## src/rtl/uart_pkg.sv

```systemverilog
// rtl/uart_pkg.sv - shared encodings and types for the UART receive channel
//  PAR_*       : runtime parity mode encodings (2'b11 behaves as none)
//  rx_state_t  : receiver FSM states
//  ENTRY_XTRA  : status bits stored with each data word ({ferr, perr, data})
//  par_enabled : true when a parity bit follows the data bits
package uart_pkg;

    localparam logic [1:0] PAR_NONE  = 2'b00;
    localparam logic [1:0] PAR_EVEN  = 2'b01;
    localparam logic [1:0] PAR_ODD   = 2'b10;
    localparam logic [1:0] PAR_NONE2 = 2'b11;

    localparam int ENTRY_XTRA = 2;

    typedef enum logic [2:0] {
        ST_IDLE,
        ST_START,
        ST_DATA,
        ST_PARITY,
        ST_STOP,
        ST_BREAK
    } rx_state_t;

    function automatic logic par_enabled(input logic [1:0] mode);
        return (mode == PAR_EVEN) || (mode == PAR_ODD);
    endfunction

endpackage

```

## src/rtl/uart_rx_ctrl_fifo.sv

```systemverilog
// rtl/uart_rx_ctrl_fifo.sv - synchronous FIFO with registered read port
//  clk, rst          : clock, async active-low reset
//  wr_en, wr_data    : push (dropped when full)
//  rd_en, rd_data    : pop (ignored when empty); rd_data valid the cycle after rd_en
//  empty, full, count: occupancy status
module uart_rx_ctrl_fifo #(
    parameter int W     = 10,
    parameter int DEPTH = 64
) (
    input  logic                     clk,
    input  logic                     rst,
    input  logic                     wr_en,
    input  logic [W-1:0]             wr_data,
    input  logic                     rd_en,
    output logic [W-1:0]             rd_data,
    output logic                     empty,
    output logic                     full,
    output logic [$clog2(DEPTH):0]   count
);

    localparam int AW = $clog2(DEPTH);

    logic [W-1:0]  mem [DEPTH];
    logic [AW-1:0] wr_ptr;
    logic [AW-1:0] rd_ptr;
    logic [AW:0]   cnt;
    logic          do_wr;
    logic          do_rd;

    assign empty = (cnt == '0);
    assign full  = (cnt == (AW+1)'(DEPTH));
    assign count = cnt;
    // Full is judged before any same-cycle pop, so a push into a full FIFO is always lost.
    assign do_wr = wr_en && !full;
    assign do_rd = rd_en && !empty;

    always_ff @(posedge clk) begin
        if (do_wr) begin
            mem[wr_ptr] <= wr_data;
        end
    end

    always_ff @(posedge clk or negedge rst) begin
        if (!rst) begin
            wr_ptr  <= '0;
            rd_ptr  <= '0;
            cnt     <= '0;
            rd_data <= '0;
        end else begin
            if (do_wr) begin
                wr_ptr <= wr_ptr + 1'b1;
            end
            if (do_rd) begin
                rd_ptr  <= rd_ptr + 1'b1;
                rd_data <= mem[rd_ptr];
            end
            case ({do_wr, do_rd})
                2'b10:   cnt <= cnt + 1'b1;
                2'b01:   cnt <= cnt - 1'b1;
                default: cnt <= cnt;
            endcase
        end
    end

endmodule

```

## src/rtl/uart_rx_ctrl.sv

```systemverilog
// rtl/uart_rx_ctrl.sv - oversampled UART receiver with error flags and RX FIFO
//  Optional feature macro: UART_RX_TIMEOUT_EN (idle timeout with data pending)
//  clk, rst            : clock, async active-low reset
//  baud_div            : clk cycles per oversample tick (0 behaves as 1)
//  par_mode            : 00 none, 01 even, 10 odd, 11 none
//  rx_data             : asynchronous serial line, idle high
//  rd_en               : pop head entry
//  rd_data/perr/ferr   : popped frame, valid the cycle after rd_en
//  empty, full, count  : FIFO status
//  overrun, clr_overrun: sticky frame-dropped flag and its clear
//  timeout             : idle timeout with unread data (0 when feature disabled)
module uart_rx_ctrl
    import uart_pkg::*;
#(
    parameter int D_W    = 8,
    parameter int B_TICK = 16,
    parameter int DEPTH  = 64,
    parameter int TO_CHR = 4
) (
    input  logic                   clk,
    input  logic                   rst,
    input  logic [15:0]            baud_div,
    input  logic [1:0]             par_mode,
    input  logic                   rx_data,
    input  logic                   rd_en,
    output logic [D_W-1:0]         rd_data,
    output logic                   rd_perr,
    output logic                   rd_ferr,
    output logic                   empty,
    output logic                   full,
    output logic [$clog2(DEPTH):0] count,
    output logic                   overrun,
    input  logic                   clr_overrun,
    output logic                   timeout
);

    localparam int EW = D_W + ENTRY_XTRA;
    localparam int SW = $clog2(B_TICK);
    localparam int BW = $clog2(D_W);
    localparam logic [SW-1:0] LIM_HALF = SW'(B_TICK/2 - 1);
    localparam logic [SW-1:0] LIM_FULL = SW'(B_TICK - 1);

    if (D_W < 5 || D_W > 9 || B_TICK < 8 || (B_TICK % 2) != 0 || TO_CHR < 1) begin : g_bad_param
        $error("uart_rx_ctrl: parameter out of range");
    end

    logic          rx_s1;
    logic          rx_s2;
    logic [15:0]   tick_cnt;
    logic [15:0]   tick_reload;
    logic          tick;
    rx_state_t     state;
    rx_state_t     nxt;
    logic [SW-1:0] s_cnt;
    logic [BW-1:0] bit_cnt;
    logic [D_W-1:0] shreg;
    logic [1:0]    par_lat;
    logic          perr_r;
    logic          samp;
    logic          push;
    logic [EW-1:0] push_entry;
    logic [EW-1:0] pop_entry;

    always_ff @(posedge clk or negedge rst) begin
        if (!rst) begin
            rx_s1 <= 1'b1;
            rx_s2 <= 1'b1;
        end else begin
            rx_s1 <= rx_data;
            rx_s2 <= rx_s1;
        end
    end

    // Free-running tick divider; a new baud_div only takes effect on the next reload.
    assign tick_reload = (baud_div == 16'd0) ? 16'd0 : baud_div - 16'd1;
    assign tick        = (tick_cnt == 16'd0);

    always_ff @(posedge clk or negedge rst) begin
        if (!rst) begin
            tick_cnt <= '0;
        end else if (tick) begin
            tick_cnt <= tick_reload;
        end else begin
            tick_cnt <= tick_cnt - 16'd1;
        end
    end

    // Start bit is checked at its midpoint; every later bit is a full bit-time further on.
    assign samp = tick && (s_cnt == ((state == ST_START) ? LIM_HALF : LIM_FULL));

    always_ff @(posedge clk or negedge rst) begin
        if (!rst) begin
            state <= ST_IDLE;
        end else begin
            state <= nxt;
        end
    end

    always_comb begin
        nxt = state;
        case (state)
            ST_IDLE:   if (!rx_s2) nxt = ST_START;
            ST_START:  if (samp) nxt = rx_s2 ? ST_IDLE : ST_DATA;
            ST_DATA:   if (samp && bit_cnt == BW'(D_W - 1))
                           nxt = par_enabled(par_lat) ? ST_PARITY : ST_STOP;
            ST_PARITY: if (samp) nxt = ST_STOP;
            ST_STOP:   if (samp) nxt = rx_s2 ? ST_IDLE : ST_BREAK;
            // Wait out a held-low line so it is not mistaken for a new start bit.
            ST_BREAK:  if (rx_s2) nxt = ST_IDLE;
            default:   nxt = ST_IDLE;
        endcase
    end

    always_comb begin
        push       = 1'b0;
        push_entry = {!rx_s2, perr_r, shreg};
        if (state == ST_STOP && samp) begin
            push = 1'b1;
        end
    end

    always_ff @(posedge clk or negedge rst) begin
        if (!rst) begin
            s_cnt   <= '0;
            bit_cnt <= '0;
            shreg   <= '0;
            par_lat <= PAR_NONE;
            perr_r  <= 1'b0;
        end else if (state == ST_IDLE) begin
            s_cnt   <= '0;
            bit_cnt <= '0;
            perr_r  <= 1'b0;
        end else begin
            if (tick) begin
                s_cnt <= samp ? '0 : s_cnt + 1'b1;
            end
            if (samp) begin
                case (state)
                    ST_START:  par_lat <= par_mode;
                    ST_DATA: begin
                        shreg   <= {rx_s2, shreg[D_W-1:1]};
                        bit_cnt <= bit_cnt + 1'b1;
                    end
                    ST_PARITY: perr_r <= ((^shreg) ^ rx_s2) != (par_lat == PAR_ODD);
                    default:   ;
                endcase
            end
        end
    end

    always_ff @(posedge clk or negedge rst) begin
        if (!rst) begin
            overrun <= 1'b0;
        end else if (push && full) begin
            overrun <= 1'b1;
        end else if (clr_overrun) begin
            overrun <= 1'b0;
        end
    end

    uart_rx_ctrl_fifo #(
        .W     (EW),
        .DEPTH (DEPTH)
    ) u_fifo (
        .clk     (clk),
        .rst     (rst),
        .wr_en   (push),
        .wr_data (push_entry),
        .rd_en   (rd_en),
        .rd_data (pop_entry),
        .empty   (empty),
        .full    (full),
        .count   (count)
    );

    assign {rd_ferr, rd_perr, rd_data} = pop_entry;

`ifdef UART_RX_TIMEOUT_EN
    localparam logic [31:0] TO_LAST = 32'(TO_CHR * (D_W + 3) * B_TICK - 1);

    logic [31:0] idle_cnt;
    logic        to_r;
    logic        to_clr;

    assign to_clr  = rd_en || empty || (state != ST_IDLE) || !rx_s2;
    assign timeout = to_r;

    always_ff @(posedge clk or negedge rst) begin
        if (!rst) begin
            idle_cnt <= '0;
            to_r     <= 1'b0;
        end else if (to_clr) begin
            idle_cnt <= '0;
            to_r     <= 1'b0;
        end else if (tick) begin
            if (idle_cnt == TO_LAST) begin
                to_r <= 1'b1;
            end else begin
                idle_cnt <= idle_cnt + 32'd1;
            end
        end
    end
`else
    assign timeout = 1'b0;
`endif

endmodule

```

## config.mk

```make
export PLATFORM = sky130hd
export DESIGN_NAME = uart_rx_ctrl
export DESIGN_NICKNAME = d
export VERILOG_FILES = /design/src/rtl/uart_pkg.sv /design/src/rtl/uart_rx_ctrl_fifo.sv /design/src/rtl/uart_rx_ctrl.sv
export SDC_FILE = /design/constraint.sdc
export NUM_CORES = 1
export LEC_CHECK = 0
export CAP_MARGIN = 30
export CORE_MARGIN = 1
export CORE_UTILIZATION = 40
export DETAILED_ROUTE_END_ITERATION = 8
export DONT_BUFFER_PORTS = 1
export GPL_TIMING_DRIVEN = 0
export HOLD_SLACK_MARGIN = 0.1
export RECOVER_POWER = 25
export SYNTH_ARGS = -nofsm -noshare
export SYNTH_HDL_FRONTEND = slang
export SYNTH_SLANG_ARGS = --single-unit
export TNS_END_PERCENT = 20
```

## constraint.sdc

```tcl
create_clock -name clk -period 8.58 [get_ports clk]
set_clock_uncertainty 0.05 [all_clocks]
set_input_delay 0.858 -clock clk [delete_from_list [all_inputs] [get_ports clk]]
set_output_delay 0.858 -clock clk [all_outputs]
set_load 0.005 [all_outputs]
```

==> summary.txt <==
Global route
  – Initial antenna violation count: 2
  – Global-route wire length before repair: 99900 um
  – Gr usage total: approximately 18%
  – GRT overflow: 0
  – Largest net degree at the start of global routing: 70
  – Number of global-route vias before repair: 15800

Floorplanning
  – Die height: 270 um
  – Num ports: between 40 and 50
  – Rows: 98
  – Horiz. Die Dim: 270 um
  – Area of the die: about 0.073 mm^2
  – Initial core utilization: about two fifths
  – Core box area: 0.0714 mm^2

Yosys
  – Post-synthesis sequential area ratio: ~73%
  – Post-synth top area cell: edfxtp_1
  – Cell count after synthesis: 1669
  – Syn_area_per_cell: about 17 um^2
  – Share of the synthesized area in the top cell type: 66.7%
  – Predominant post-synthesis flop cell: edfxtp_1
  – Flops & latches, synth: approximately 700
  – Synth unique cells: between 60 and 70
  – Post-synth EDFFs: 640
  – Top cells by area, synth: edfxtp_1 67%, mux4_2 7.4%, dfrtp_1 5.8%
  – Ys Warns: 0
  – Synth async-reset ratio: 9.73%
  – Mapped cell area: 0.0288 mm^2
  – Mapped Nets: approximately 1700

Timing
  – Worst-margin pin slew: between 4 and 5 ns
  – Post-route setup TNS: 0 ns
  – Crit share post-route: 57.8%
  – Slew Limit Fails: 176
  – Relative slew slack: -173%
  – Final Hold Fails: 0
  – Fin crit period: 4.96 ns
  – Fmax achieved: 201 MHz
  – Final setup fails: 0
  – Final Worst Setup Slack: 3.62 ns
  – RSZ-0062 raised after global routing: false

Clock network
  – CTS Root Cell: clkbuf_16
  – Clock slew at reported path FFs: about 0.06 ns
  – Clock buffer depth: 3
  – H-tree level count: 3
  – CTS Buf Count: 75
  – CTS tree: built
  – Clock Sinks: between 700 and 800
  – # resized after CTS: 0
  – Setup bufs post-CTS: 0
  – Hold_buf cts: 2
  – Latest clock arrival within the worst-skew pair: 0.63 ns

Worst setup path
  – Arrival time worst endpoint: 4.34 ns
  – Slowest cell delay on critical path: 2.88 ns
  – Worst R2R Start: tick_cnt[0]
  – R2r worst-path depth: 14
  – Crit. End Element: asynchronous set/reset pin
  – Crit Path Max Fanout: 69
  – Startpoint Class: primary input
  – Crit path kind: in -> async
  – R2R Setup Slk: roughly 4.3 ns
  – Top Family by Delay on Critical Path: buffers and inverters
  – Worst Setup SP: rst
  – R2R Path End: u_fifo.count[5]
  – Cell Chain, Critical Path: dlygate4sd3_1 -> clkbuf_1
  – Required @ worst endpoint: 7.96 ns
  – Crit-path slowest cell: clkbuf_1
  – Stages on worst setup path: 2
  – Worst Path Buf+Inv: 2

Cells and area
  – Most frequent cells in the layout: 640 x edfxtp_1, 144 x nand2_1, 141 x mux2i_1
  – Most common cell after layout, fill and taps aside: edfxtp_1
  – Number of nets in the layout: 1834
  – Layout cells sized above 1: 16.8%
  – Filler cells: 6178
  – Finished Cell Area: 0.0329 mm^2
  – Area Growth Syn to Fin: 14.1%
  – Final Util: 46.1%

Drt
  – Avg WL per Cell: 23.6 um
  – Pre-Repair DR Iteration Count: 7
  – Post-DRT Antenna Nets: 0
  – DR iter-0 viols: 1398
  – Routed Wire Length: 66200 um
  – Vias: 15500
  – Vias per cell: 5.53
  – Remaining routing DRC violations: 0

Min path
  – HP Start: rx_data
  – Hold EP: rx_s1
  – WHS Path Cells: 0
  – Worst Hold Class: in -> reg

Placement
  – Pre-CTS WS: 4.32 ns
  – Placed Area: 0.0304 mm^2
  – IO Port Bufs: 0
  – Routability cong.: about 0.87
  – Dpl hpwl: 44500 um

Power and ir drop
  – Pwr dens: about 270 mW/mm^2
  – Maximum VDD drop: 0.148 mV
  – LEAKAGE: between 9 and 10 nW
  – Pwr Total: 9.00 mW

Run status
  – Failing checks: capacitance limit, slew limit
  – Status: finished with violations

Job
  – Max-Cap Viols: 3
[per-layer routing]
metal / vias to the layer above / part of all wire [%] / GRT usage, %
met4: 2 / 2.3 / 4.98
met1: 8140 / 44 / 25.8
met2: 430 / 47 / 28.5
met3: 100 / 6.5 / 3.64
li1: 6853 / - / -
met5: - / 0.015 / 0
[Yosys cell counts (3+ instances only)]
cell type / count
edfxtp_1: 640
nand2_1: 144
mux2i_1: 141
nor2_1: 104
mux4_2: 95
dfrtp_1: 67
clkbuf_1: 46
xnor2_1: 37
a22oi_1: 35
o22ai_1: 33
nand3_1: 26
inv_1: 19
nor4_1: 18
buf_4: 16
and3_1: 14
ha_1: 14
mux2_2: 14
buf_2: 13
o211ai_1: 13
nor3_1: 12
xor2_1: 12
nor2b_1: 11
o21ai_0: 11
o221ai_1: 11
a221o_1: 10
buf_1: 10
a221oi_1: 9
a32oi_1: 9
a21oi_1: 8
nand2b_1: 7
nand4_1: 7
nand3b_1: 4
nor3b_1: 4
or3_1: 4
a211oi_1: 3
a21o_1: 3
and2_1: 3
nand3b_2: 3
nor4_4: 3
or3b_2: 3
[how the worst max path moves through the flow]
stage / slack, ns / to
2_1_floorplan: 5.01 / u_fifo.count[5]
3_3_place_gp: 3.85 / u_fifo.count[5]
3_5_place_dp: 4.32 / u_fifo.count[5]
4_1_cts: 4.32 / u_fifo.count[5]
5_1_grt: 2.79 / shreg[2]
6_report: 3.62 / shreg[2]
[final cells by class]
cell class	instances	area (um^2)	share of cell area [%]
repair buffers	50	470	1.43
flip-flops and latches	709	20900	63.7
multi-input cells	855	7400	22.5
diodes	2	5.00	0.0152
clock inverters	38	394	1.20
well taps	950	1190	3.61
clock buffers	97	2010	6.12
inverters	19	71.3	0.217
plain buffers	86	407	1.24
[cell families after synthesis]
logic type | share of synthesized area [%]
mux | 12.9
buf+inv | 1.66
simple gates | 6.56
flops | 72.7
other cells | 0.0130
xor+xnor | 1.49
fa+ha+maj | 0.677
compound gates | 4.05
[registers in the layout, indices dropped and copies added (netlist names), 2 cells and up]
register        count
u_fifo.rd_data     10
s_cnt               4
u_fifo.count        7
u_fifo.rd_ptr       6
tick_cnt           16
u_fifo.wr_ptr       6
bit_cnt             3
par_lat             2
state               3
shreg               8
u_fifo.mem        640
[metrics by stage]
stage	hold WS (ns)	cells
after floorplan	0.295	1669
after global placement	0.295	2619
after detailed placement	0.297	2653
after CTS	0.161	2790
after global routing	0.163	2804
final	0.198	2806
[power breakdown]
group	switching, mW	internal, mW	total, mW
clock	1.32	1.87	3.19
combinational	1.24	0.697	1.94
sequential	0.0931	3.77	3.87
total	2.66	6.34	9.00
[worst reg2reg max path, delay by kind of cell, from the launching register on]
| kind | cells | cell delay [ns] |
|---|---|---|
| AND/OR/NAND/NOR | 5 | 1.87 |
| buffers and inverters | 3 | 0.43 |
| flip-flops | 1 | 0.40 |
| adder cells (fa/ha/maj) | 3 | 0.85 |
| AO/OA/AOI/OAI | 3 | 0.57 |
No activity file was read; power rests on OpenSTA's default activity.
==> RTL edit 1, RTL diff (config.mk and constraints unchanged) <==
The option `UART_RX_TIMEOUT_EN` is turned on by a define.
--- a/src/rtl/uart_rx_ctrl.sv
+++ b/src/rtl/uart_rx_ctrl.sv
@@ -10,4 +10,6 @@
 //  overrun, clr_overrun: sticky frame-dropped flag and its clear
 //  timeout             : idle timeout with unread data (0 when feature disabled)
+`define UART_RX_TIMEOUT_EN
+
 module uart_rx_ctrl
     import uart_pkg::*;
Check against the original RTL: no difference found for any inputs over 10 cycles, from zero or initial values and one cycle with rst low; that may be too few to reach the edited logic, so the function may still have changed.
==> RTL edit 1 against the original RTL <==
The run still ends with capacitance limit, slew limit left. Register-to-register slack worse by 0.18 ns. Sequential cell count is 33 higher. Setup slack better by 0.49 ns. Sequential power is 3% higher. Sequential share of layout area is 0.96 points lower. Routed wire length is 12% higher. Synthesized area is 4.8% higher. Total power is 1.8% higher. Maximum frequency is 11% higher. Final area is 5.5% higher. Largest power group unchanged.
==> RTL edit 1: results (changes against the original RTL) <==
- The total power density per cell area is 264 nW/um2 (-3.6%).
- The met2 global-route usage is 31.0% (+2.5 points).
- The CTS buffer count is 78 (+4.0%).
- The post-synthesis instance total came to 1707 (+2.3%).
- The pre-CTS setup slack was 4.17 ns (-0.147 ns).
- The number of detailed-routing iterations run before antenna repair is 5 (-2).
- The inverter count of the layout excluding clock inverters is 24 (+5).
- The count of final max-slew check failures is 126 (-28%).
- The remaining max-slew budget at the tightest pin was -81.0% (+92 points).
- The share of synthesized area occupied by flip-flops and latches is 72.1% (-0.62 points).
- The overall die area is 76600 um2 (+4.8%).
- The count of distinct cell types in the synthesized netlist is 73 (+12%).
- The data arrival time of the worst path came to 4.95 ns (+0.61 ns).
- The worst-case hold slack was 0.118 ns (-0.0799 ns).
- The combinational gate power is 1830 uW (-6%).
- The total number of nets in the final design came to 1900 (+3.6%).
- The number of maximum-capacitance constraint violations is 2 (-1).
- The delay contributed by the slowest stage of the critical path is 0.51 ns (-2.37 ns).
- The number of flip-flops and latches is 742 (+4.7%).
- The maximum number of pins on one net before global-route repair is 103 (+47%).
- The number of filler instances in the final layout is 6307 (+2.1%).
- The run finished, with violations left.
- The count of clock buffers in the final design came to 95 (-2.1%).
- STA classifies the critical path startpoint as a flip-flop.
- The non-clock buffer contribution to total cell area is 3.37% (+0.70 points).
- The net count after synthesis came to 1746 (+2.3%).
- The checks that failed: capacitance limit, slew limit.
[RTL edit 1: cell types whose count changed after synthesis, moves of 14 or more]
cell                      unedited run  this run
sky130_fd_sc_hd__a21oi_1             8        37
sky130_fd_sc_hd__a22oi_1            35        18
sky130_fd_sc_hd__dfrtp_1            67       100
sky130_fd_sc_hd__mux2i_1           141        63
sky130_fd_sc_hd__mux4_2             95       149
sky130_fd_sc_hd__nand2_1           144        97
sky130_fd_sc_hd__nor2_1            104       122
sky130_fd_sc_hd__o21ai_0            11        27
sky130_fd_sc_hd__o22ai_1            33        19
[RTL edit 1: timing repair]
action / CTS / global route
endpoints found under the hold margin: 102 / 0
hold buffers: 1 / 0
setup buffers: 0 / 0
[RTL edit 1: kinds of logic (layout without fill, tap and decap cells)]
family          after synthesis  in the layout  share of synthesized area, %
flops                       742            742                          72.1
simple gates                387            387                          6.32
mux                         227            227                          13.8
compound gates              162            162                          3.61
buf+inv                     105            320                          1.59
xor+xnor                     68             68                          1.97
fa+ha+maj                    16             16                         0.687
==> RTL edit 2, RTL diff (same settings) <==
Made on the original files. The 6 states of `rx_state_t` get a one-hot encoding in 6 bits.
--- a/src/rtl/uart_pkg.sv
+++ b/src/rtl/uart_pkg.sv
@@ -13,11 +13,11 @@
     localparam int ENTRY_XTRA = 2;
 
-    typedef enum logic [2:0] {
-        ST_IDLE,
-        ST_START,
-        ST_DATA,
-        ST_PARITY,
-        ST_STOP,
-        ST_BREAK
+    typedef enum logic [5:0] {
+        ST_IDLE   = 6'b000001,
+        ST_START  = 6'b000010,
+        ST_DATA   = 6'b000100,
+        ST_PARITY = 6'b001000,
+        ST_STOP   = 6'b010000,
+        ST_BREAK  = 6'b100000
     } rx_state_t;
 
Behaviour: same outputs for any inputs over 10 cycles, from zero or initial values and one cycle with rst low; not proved beyond that.
==> RTL edit 2 against the original RTL <==
The run still ends with capacitance limit, slew limit left. Die area increased by 0.16%. Final area is 0.38% higher. Synthesized area up 0.16%. Via count fell by 1.7%. Setup slack worse by 0.072 ns. Total power decreased by 0.89%. Sequential cell count rose by 3. Routed wire length is 7.1% higher.
==> RTL edit 2: results (changes against the original RTL) <==
- The leakage power is 0.00949 uW (-3.2%).
- The first-pass GRT wire length is 103000 um (+2.8%).
- The met3 wire length is 5190 um (+21%).
- The detailed router's first-iteration violation count is 1652 (+18%).
- The number of maximum-capacitance constraint violations is 6 (+3).
- The switching power as a share of total power is 29.6% (+0.11 points).
- Ranked by total cell area, the synthesized netlist is headed by sky130_fd_sc_hd__edfxtp_1 67%, sky130_fd_sc_hd__mux4_2 10%, sky130_fd_sc_hd__dfrtp_1 6.0%.
- The non-filler instance count after layout is 2713 (-3.3%).
- The path depth of the worst reg2reg path is 16 (+2).
- The remaining max-slew budget at the tightest pin is -175% (-1.8 points).
- The CTS buffer count came to 74 (-1.3%).
- The met1 wire length is 29000 um (-1.4%).
- The sum of routed wire length over all layers came to 70900 um (+7.1%).
- The checks that failed: capacitance limit, slew limit.
- The share of synthesized flip-flops with an asynchronous set or reset was 10.1% (+0.38 points).
- The global routing usage summed across all routing layers came to 19.4% (+1.2 points).
- The area share of fa/ha/maj cells after synthesis is 0.676% (-0.0011 points).
- The number of antenna violations at the first check in global routing came to 0 (-2).
- The total met2 wirelength after detailed routing is 34900 um (+13%).
- The cell area reported after detailed placement is 30700 um2 (+0.92%).
- The largest driver fanout on the critical path is 72 (+4.3%).
- The global-route met3 utilization was 4.21% (+0.57 points).
- The flow ran to the end, but the final reports show violations.
- The layout cell share with drive strength beyond 1 came to 20.5% (+3.7 points).
- The share of synthesized area occupied by flip-flops and latches came to 72.8% (+0.15 points).
- In this run the critical register-to-register path is captured at u_fifo.count[6].
- The clock period minus final worst setup slack is 5.03 ns (+0.0718 ns).
- By count the netlist is led by 640 x sky130_fd_sc_hd__edfxtp_1, 130 x sky130_fd_sc_hd__mux4_2, 112 x sky130_fd_sc_hd__mux2i_1, 93 x sky130_fd_sc_hd__nor2_1, 69 x sky130_fd_sc_hd__dfrtp_1.
- The worst-case hold slack is 0.189 ns (-0.00832 ns).
- The count of distinct cell types in the synthesized netlist was 68 (+4.6%).
- The post-synthesis average cell area is 18.4 um2 (+6.4%).
- The clock power share was 35.0% (-0.5 points).
- The half-perimeter wire length after detailed placement was 47900 um (+7.7%).
- The routed via count divided by cell count is 5.63 (+1.7%).
- The placed instance count is 2573 (-3.0%).
- The maximum number of pins on one net before global-route repair is 73 (+4.3%).
- The count of final max-slew check failures came to 283 (+61%).
- The met1 layer usage reported by global route is 25.8% (-0.037 points).
- The cell internal power dissipation is 6280 uW (-1.0%).
- The most critical setup path has its endpoint at shreg[4].
- The number of global-route vias before repair is 15400 (-2.9%).
- The pre-CTS setup slack came to 4.04 ns (-0.274 ns).
- The xor and xnor area share after synthesis was 1.54% (+0.054 points).
- The portion of netlist area occupied by mux cells was 14.5% (+1.7 points).
- The count of antenna diodes in the layout is 0 (-2).
- In this run the top signal layer used is met4.
- The delay contributed by the slowest stage of the critical path is 2.92 ns (+0.04 ns).
- The net count after synthesis is 1609 (-5.7%).
-- RTL edit 2: changes by cell type after synthesis, sizes merged, moves of 10 or more --
cell / change
nand2: -86
mux4: +35
a22oi: -34
mux2i: -29
o21ai: +29
a21oi: +13
and3: -11
a221o: -10
-- RTL edit 2: repair_timing --
action	4_1_cts	5_1_grt
setup endpoints to repair	0	0
endpoints found under the hold margin	72	0
gates resized for setup	0	0
hold buffers	2	0
-- RTL edit 2: layout make-up --
class	count	area share, %
timing repair buffer	61	1.84
sequential	712	63.7
clock buffer	92	5.91
inverter	19	0.216
buffer	78	1.10
tap	950	3.60
multi-input combinational	762	22.4
clock inverter	39	1.25
-- RTL edit 2: cells by family after synthesis --
kind of cell	count (synthesis)
flip-flops	712
multiplexers	255
AND/OR/NAND/NOR	281
XOR/XNOR	50
other	1
adder cells (fa/ha/maj)	15
buffers and inverters	97
AO/OA/AOI/OAI	160
